### src/rtl/submarino_posicao.sv
// Submarine placement controller: turns button edges into a grid anchor/orientation and
// frame-aligned rectangle bounds. Optional blinking while placing is enabled with SUB_BLINK_EN.
module submarino_posicao #(
    parameter int unsigned GRID_X0      = 160,
    parameter int unsigned GRID_Y0      = 80,
    parameter int unsigned CELL         = 32,
    parameter int unsigned GRID_N       = 10,
    parameter int unsigned SUB_LEN      = 3,
    parameter int unsigned BLINK_FRAMES = 15
) (
    input  logic       clk,
    input  logic       rst_n,
    input  logic       frame_tick,
    input  logic       btn_up,
    input  logic       btn_down,
    input  logic       btn_left,
    input  logic       btn_right,
    input  logic       btn_rotate,
    input  logic       btn_confirm,
    input  logic       restart,
    output logic [9:0] lineLeft,
    output logic [9:0] lineRight,
    output logic [9:0] colDown,
    output logic [9:0] colUp,
    output logic       placed,
    output logic [3:0] cell_row,
    output logic [3:0] cell_col,
    output logic       vertical,
    output logic       state_dbg
);
    typedef enum logic {PLACING = 1'b0, LOCKED = 1'b1} state_t;

    localparam logic [4:0] N5     = 5'(GRID_N);
    localparam logic [4:0] LEN5   = 5'(SUB_LEN);
    localparam logic [9:0] X0_W   = 10'(GRID_X0);
    localparam logic [9:0] Y0_W   = 10'(GRID_Y0);
    localparam logic [9:0] CELL_W = 10'(CELL);
    localparam logic [9:0] RST_LR = 10'(GRID_Y0 + CELL);
    localparam logic [9:0] RST_CU = 10'(GRID_X0 + SUB_LEN * CELL);

    // Button vector order: 0 right, 1 left, 2 down, 3 up, 4 rotate, 5 confirm.
    logic [5:0] btn_now, rise;
    logic [5:0] btn_prev_q, btn_prev_d, pend_q, pend_d;
    state_t     state_q, state_d;
    logic [3:0] row_q, row_d, col_q, col_d;
    logic       vert_q, vert_d;
    logic       moved, visible;
    logic [4:0] row5, col5, rows_span, cols_span;
    logic [9:0] line_left_q, line_left_d, line_right_q, line_right_d;
    logic [9:0] col_down_q, col_down_d, col_up_q, col_up_d;
    logic       placed_q, placed_d;

    assign btn_now   = {btn_confirm, btn_rotate, btn_up, btn_down, btn_left, btn_right};
    assign rise      = btn_now & ~btn_prev_q;
    assign row5      = {1'b0, row_q};
    assign col5      = {1'b0, col_q};
    assign rows_span = vert_q ? LEN5 : 5'd1;
    assign cols_span = vert_q ? 5'd1 : LEN5;

    always_comb begin
        state_d    = state_q;
        row_d      = row_q;
        col_d      = col_q;
        vert_d     = vert_q;
        btn_prev_d = btn_now;
        pend_d     = pend_q | rise;
        moved      = 1'b0;
        if (state_q == LOCKED) begin
            pend_d = '0;
            if (restart) begin
                state_d = PLACING;
                row_d   = '0;
                col_d   = '0;
                vert_d  = 1'b0;
            end
        end else if (frame_tick) begin
            // Only flags from earlier cycles are applied; an edge on this cycle waits a frame.
            pend_d = rise;
            if (pend_q[5]) begin
                state_d = LOCKED;
            end else if (pend_q[4]) begin
                if (vert_q ? (col5 + LEN5 <= N5) : (row5 + LEN5 <= N5)) begin
                    vert_d = ~vert_q;
                    moved  = 1'b1;
                end
            end else if (pend_q[3]) begin
                if (row_q != 4'd0) begin
                    row_d = row_q - 4'd1;
                    moved = 1'b1;
                end
            end else if (pend_q[2]) begin
                if (row5 + rows_span < N5) begin
                    row_d = row_q + 4'd1;
                    moved = 1'b1;
                end
            end else if (pend_q[1]) begin
                if (col_q != 4'd0) begin
                    col_d = col_q - 4'd1;
                    moved = 1'b1;
                end
            end else if (pend_q[0]) begin
                if (col5 + cols_span < N5) begin
                    col_d = col_q + 4'd1;
                    moved = 1'b1;
                end
            end
        end
    end

    always_ff @(posedge clk) begin
        if (!rst_n) begin
            state_q    <= PLACING;
            row_q      <= '0;
            col_q      <= '0;
            vert_q     <= 1'b0;
            btn_prev_q <= '0;
            pend_q     <= '0;
        end else begin
            state_q    <= state_d;
            row_q      <= row_d;
            col_q      <= col_d;
            vert_q     <= vert_d;
            btn_prev_q <= btn_prev_d;
            pend_q     <= pend_d;
        end
    end

`ifdef SUB_BLINK_EN
    localparam int BW = (BLINK_FRAMES > 1) ? $clog2(BLINK_FRAMES) : 1;
    localparam logic [BW-1:0] BLINK_LAST = BW'(BLINK_FRAMES - 1);
    logic [BW-1:0] blink_cnt_q, blink_cnt_d;
    logic          visible_q, visible_d;

    always_comb begin
        blink_cnt_d = blink_cnt_q;
        visible_d   = visible_q;
        if (state_q == LOCKED) begin
            visible_d = 1'b1;
            if (restart) blink_cnt_d = '0;
        end else if (frame_tick) begin
            if (moved) begin
                blink_cnt_d = '0;
                visible_d   = 1'b1;
            end else if (state_d == LOCKED) begin
                visible_d = 1'b1;
            end else if (blink_cnt_q == BLINK_LAST) begin
                blink_cnt_d = '0;
                visible_d   = ~visible_q;
            end else begin
                blink_cnt_d = blink_cnt_q + BW'(1);
            end
        end
    end

    always_ff @(posedge clk) begin
        if (!rst_n) begin
            blink_cnt_q <= '0;
            visible_q   <= 1'b1;
        end else begin
            blink_cnt_q <= blink_cnt_d;
            visible_q   <= visible_d;
        end
    end

    assign visible = visible_q;
`else
    logic unused_blink;
    assign unused_blink = ^{BLINK_FRAMES, moved};
    assign visible      = 1'b1;
`endif

    // Bounds follow the registered position one cycle later; zero bounds draw nothing.
    always_comb begin
        line_left_d  = '0;
        line_right_d = '0;
        col_down_d   = '0;
        col_up_d     = '0;
        placed_d     = (state_q == LOCKED);
        if (visible) begin
            line_left_d  = Y0_W + 10'(row_q) * CELL_W;
            line_right_d = Y0_W + 10'(row5 + rows_span) * CELL_W;
            col_down_d   = X0_W + 10'(col_q) * CELL_W;
            col_up_d     = X0_W + 10'(col5 + cols_span) * CELL_W;
        end
    end

    always_ff @(posedge clk) begin
        if (!rst_n) begin
            line_left_q  <= Y0_W;
            line_right_q <= RST_LR;
            col_down_q   <= X0_W;
            col_up_q     <= RST_CU;
            placed_q     <= 1'b0;
        end else begin
            line_left_q  <= line_left_d;
            line_right_q <= line_right_d;
            col_down_q   <= col_down_d;
            col_up_q     <= col_up_d;
            placed_q     <= placed_d;
        end
    end

    assign lineLeft  = line_left_q;
    assign lineRight = line_right_q;
    assign colDown   = col_down_q;
    assign colUp     = col_up_q;
    assign placed    = placed_q;
    assign cell_row  = row_q;
    assign cell_col  = col_q;
    assign vertical  = vert_q;
    assign state_dbg = state_q;
endmodule

### config.mk
export PLATFORM = sky130hd
export DESIGN_NAME = submarino_posicao
export DESIGN_NICKNAME = d
export VERILOG_FILES = /design/src/rtl/submarino_posicao.sv
export SDC_FILE = /design/constraint.sdc
export NUM_CORES = 1
export LEC_CHECK = 0
export ABC_CLOCK_PERIOD_IN_PS = 4000
export CORE_ASPECT_RATIO = 0.9
export CORE_MARGIN = 4
export CORE_UTILIZATION = 50
export CTS_CLUSTER_DIAMETER = 100
export DETAILED_ROUTE_END_ITERATION = 8
export PLACE_DENSITY = 0.85
export SLEW_MARGIN = 10
export SYNTH_ARGS = -nofsm -noshare
export SYNTH_HDL_FRONTEND = slang
export SYNTH_SLANG_ARGS = --single-unit
### constraint.sdc
create_clock -name clk -period 4 [get_ports clk]
set_input_delay 0.8 -clock clk [delete_from_list [all_inputs] [get_ports clk]]
set_output_delay 0.8 -clock clk [all_outputs]
set_load 0.02 [all_outputs]
[Word level (Yosys, flattened, before mapping)]
Cells that the tools add are included.
Word-level totals
  register bits after elaboration: 63
  logic and storage cells: 87
Cells by class
  add/sub/neg operators: 14
  bitwise operators: 5
  muxes and demuxes: 33
  equal/unequal tests: 7
  reductions and logical operators: 13
  order comparisons: 4
Operators with widths (count)
  $mux W4: 19
  $add A4 B2 Y5: 4
  $reduce_bool A3 Y1: 4
  $mux W1: 11
  $add A4 B2 Y5 const B: 2
  $add A7 B10 Y10 const A: 1
  $add A7 B9 Y10 const A: 1
  $add A8 B10 Y10 const A: 1
  $add A8 B9 Y10 const A: 1
  $le A5 B4 Y1 const B: 2
  $lt A5 B4 Y1 const B: 2
  $reduce_and A9 Y1: 1
  $add A4 B1 Y4 const B: 2
  $ne A2 B1 Y1 const B: 4
  $reduce_bool A4 Y1: 2
  $sub A4 B1 Y4 const B: 2
  $reduce_and A7 Y1: 1
  $and A6 B6 Y6: 1
  $mux W6: 1
  $ne A3 B1 Y1 const B: 2
  $not A6 Y6: 1
  $or A6 B6 Y6: 1
  $reduce_bool A2 Y1: 3
  $reduce_and A5 Y1: 1
  other kinds (4): 6

[Logic depth before layout (Yosys ltp)]
  depth in word-level cells: 12
  depth in mapped cells: 10
  gate-level depth less buffers: 9

[Least setup slack after synthesis]
Ideal clock, no wire load.
  path type: reg-to-reg
  from: register vert_q (netlist: vertical)
  to: register col_q[3] (netlist: cell_col[3])
  period minus slack after synthesis: 2.406 ns
  arrival time: 2.327 ns
  setup slack: 1.594 ns
  buffers on the path: 0
  cell stages (with the launch flop): 8
  path through: dfxtp_1 inv_1 fa_1 xor2_1 o21a_1 a2111oi_4 or3b_1 o211ai_1
Between the ends
  longest elaborated chain between the ends: 5
RTL lines
  start, declared: line 46  | logic vert_q, vert_d;
  start signal, assigned: line 122  | vert_q <= vert_d;
  $mux W2: line 58  | assign cols_span = vert_q ? 5'd1 : LEN5;
  $add A4 B2 Y5: line 102  | if (col5 + cols_span < N5) begin
  $lt A5 B4 Y1: line 102
  $reduce_bool A3 Y1 (no line)
  $reduce_and A9 Y1 (no line)
  end signal, assigned: line 121  | col_q <= col_d;
  end, declared: line 45  | logic [3:0] row_q, row_d, col_q, col_d;
Every way passes these cells.
A chain may end at the register's enable or synchronous reset.

[Final worst setup path]
  from: register row_q[0] (netlist: cell_row[0])
  to: register row_q[2] (netlist: cell_row[2])
Between the ends
  longest elaborated chain between the ends: 8
  elaborated cells between the ends (all ways): 16
  those cells by class: add/sub (3); order compare (1); eq/ne (1); mux (8); reduce/logical (3)
RTL lines
  start, declared: line 45
  start signal, assigned: line 120  | row_q <= row_d;
  parallel branches: the longest is 8 deep, another holds $add A4 B2 Y5
Parallel ways; which one is timed is not known. The select of a mux whose other input is x is not followed.

==> impl_metrics.yaml <==
outcome:
  status: "finished, final reports clean"
logic_synthesis:
  async_reset_ff_share_pct: 0
  seq_area_frac_synth_pct: 35.6
  synth.distinct_cells: 46
  synthCells: 276
  synth_area_um2: 2420
  synth_common_cells: "43 x dfxtp_1, 25 x nor2_1, 22 x buf_4"
  synth_area_leaders: "dfxtp_1 36%, ha_1 8.8%, buf_4 6.8%, nor2_1 3.9%, a21oi_1 3.7%"
  ys.warnings.count: 0
  synth_flop_cell: "dfxtp_1"
  ys_ff_latch: 43
  yosysTopAreaCellShare_pct: 35.6
  yosysMostFrequentCell: "dfxtp_1"
  synth_edf_count: 0
  synth_area_per_cell_um2: 8.76
  synth_top_area_cell: "dfxtp_1"
drt:
  vias: 1888
  drt-total-wl_um: 4930
  drt-initial-drc-count: 103
  drcViolationCount: 0
  dr.pass1.iters: 4
  viasPerCell: 5.12
  antenna_left: 0
  post_drt_wl_per_cell_um: 13.4
setup_path:
  crit_arrival_ns: 2.89
  rrSetupSlack_ns: 1.28
  crit_path_start_kind: "register"
  path_max_fanout: 10
  worstSetupPathType: "reg2reg"
  required_ns: 4.17
  cp-end-kind: "register"
floorplanning:
  dieArea_um2: 6020
  die_y_um: 74.0
  rows: 23
  coreArea_um2: 4580
  io_pins: 61
  initial_utilization_pct: 52.9
  die_x_um: 81.3
cells_and_area:
  drive_gt1_share_pct: 4.23
  diodes: 0
  final_cell_area_um2: 2850
  fin_nets: 338
  syn_to_final_growth_pct: 17.8
clock_tree:
  post_cts_buffers: 0
  path_clk_slew_ns: 0.08
  root_buffer: "clkbuf_8"
  htreeDepth: 2
  cts_max_path_buffers: 2
  clkSinkCount: 43
  holdBufCountCts: 0
  cts_tree: "done"
  numCtsBuffers: 5
  ctsResizeCount: 0
  clkLatencyLatePin_ns: 0.29
power:
  p_leak_nw: 1.14
  finalPower_mw: 0.982
  power.density_nw_per_um2: 345
  vdd_drop_max_v: 0.000308
timing:
  timing.clock.skew_ns: 0.00669
  fin_setup_tns_ns: 0
  rsz0062_at_grt: "no"
  period_share_pct: 67.9
  maxSlewViolCount: 0
  max-slew-margin-rel_pct: 56.6
  setup_viol: 0
  fmax_mhz: 368
  fin_crit_ns: 2.72
  hold_violations: 0
  worst_pin_slew_ns: 0.651
grt:
  grt_max_degree: 22
  antenna_found_initial: 0
  grt_pass1_wl_um: 7910
  grt_pass1_vias: 1761
  grtUsageTotal_pct: 16.8
  gr-total-overflow: 0
min_path:
  min_path_type: "reg2reg"
run:
  max_cap_viol_count: 0
placed_design:
  gp_congestion: 0.865
  dp_hpwl_um: 3600
  port_buffers: 40
  postPlaceCellArea_um2: 2750
==> kinds of logic (layout without fill, tap and decap cells) <==
group	Yosys count	after routing	share of synthesized area, %
buf+inv	52	65	12.0
compound gates	55	55	15.5
flops	43	43	35.6
fa+ha+maj	21	21	12.1
xor+xnor	12	12	4.35
simple gates	89	89	19.4
other cells	2	20	0.311
mux	2	2	0.828
==> registers in the layout, indices dropped and copies added, names as in the netlist <==
name / flops
placed: 1
btn_prev_q: 6
pend_q: 6
cell_row: 4
vertical: 1
state_dbg: 1
cell_col: 4
lineRight: 5
colUp: 5
colDown: 5
lineLeft: 5
==> layout by cell type (no fill, tap or decap), types with 4 or more instances in the layout <==
master           Yosys  routed
nand2_1             16      16
dfxtp_1             43      43
ha_1                17      17
nand2b_1            13      13
xor2_1               7       7
o31ai_1              4       4
fa_1                 4       4
conb_1               2      20
and2_1               8       8
xnor2_1              5       5
clkdlybuf4s50_1      0      40
inv_1               16      16
a21oi_1             18      18
o21ai_0              9       9
clkbuf_8             0       5
nand3_1              7       7
nor2_1              25      25
==> through the flow <==
stage | utilization (%) | hold WS, ns | instances | setup slack (ns)
floorplan | - | 0.459 | 294 | 1.59
global placement | 60.0 | 0.473 | 362 | 1.22
detailed placement | 60.0 | 0.473 | 362 | 1.14
CTS | 62.3 | 0.492 | 369 | 1.28
global route | 62.3 | 0.511 | 369 | 1.09
finish | 62.3 | 0.492 | 369 | 1.28
==> worst max-delay path, stage by stage, from the launching register on <==
cell and delay (ns):
dfxtp_1 0.53, inv_1 0.21, fa_1 0.53, xnor2_1 0.19, inv_1 0.10, ha_1 0.18, nor3_1 0.06, a211oi_2 0.49
mux2i_1 0.25, nor2_1 0.05
==> where the power goes <==
group          switching (mW)  total (mW)  internal (mW)
Combinational           0.108       0.187         0.0792
Sequential             0.0225       0.471          0.449
Clock                   0.141       0.324          0.183
==> layer usage <==
layer  up-vias  part of all wire [%]  global-route usage (%)
li1        943                     -                       -
met1       864                    44                    20.5
met2        73                    46                    27.5
met3         8                   8.2                    5.57
met4         0                   1.5                    6.38
met5         -                     0                       0
==> layout make-up <==
cell class              instances  area (um^2)
inverters                      17         63.8
well taps                      62         77.6
flip-flops and latches         43          861
fillers                       382         1730
repair buffers                 41          408
clock buffers                   6         72.6
multi-input cells             199         1340
clock inverters                 1         30.0
==> final timing paths <==
kind / cells past startpoint / startpoint / to
worst max register to register: 9 / cell_row[0]$_SDFFE_PN0P_ / cell_row[2]$_SDFFE_PN0P_
worst min-delay path: 2 / btn_prev_q[2]$_SDFF_PN0_ / pend_q[2]$_SDFF_PP0_
worst max-delay path: 9 / cell_row[0]$_SDFFE_PN0P_ / cell_row[2]$_SDFFE_PN0P_
worst min register to register: 2 / btn_prev_q[2]$_SDFF_PN0_ / pend_q[2]$_SDFF_PP0_
Note: power is estimated with default switching activity, not from simulation.
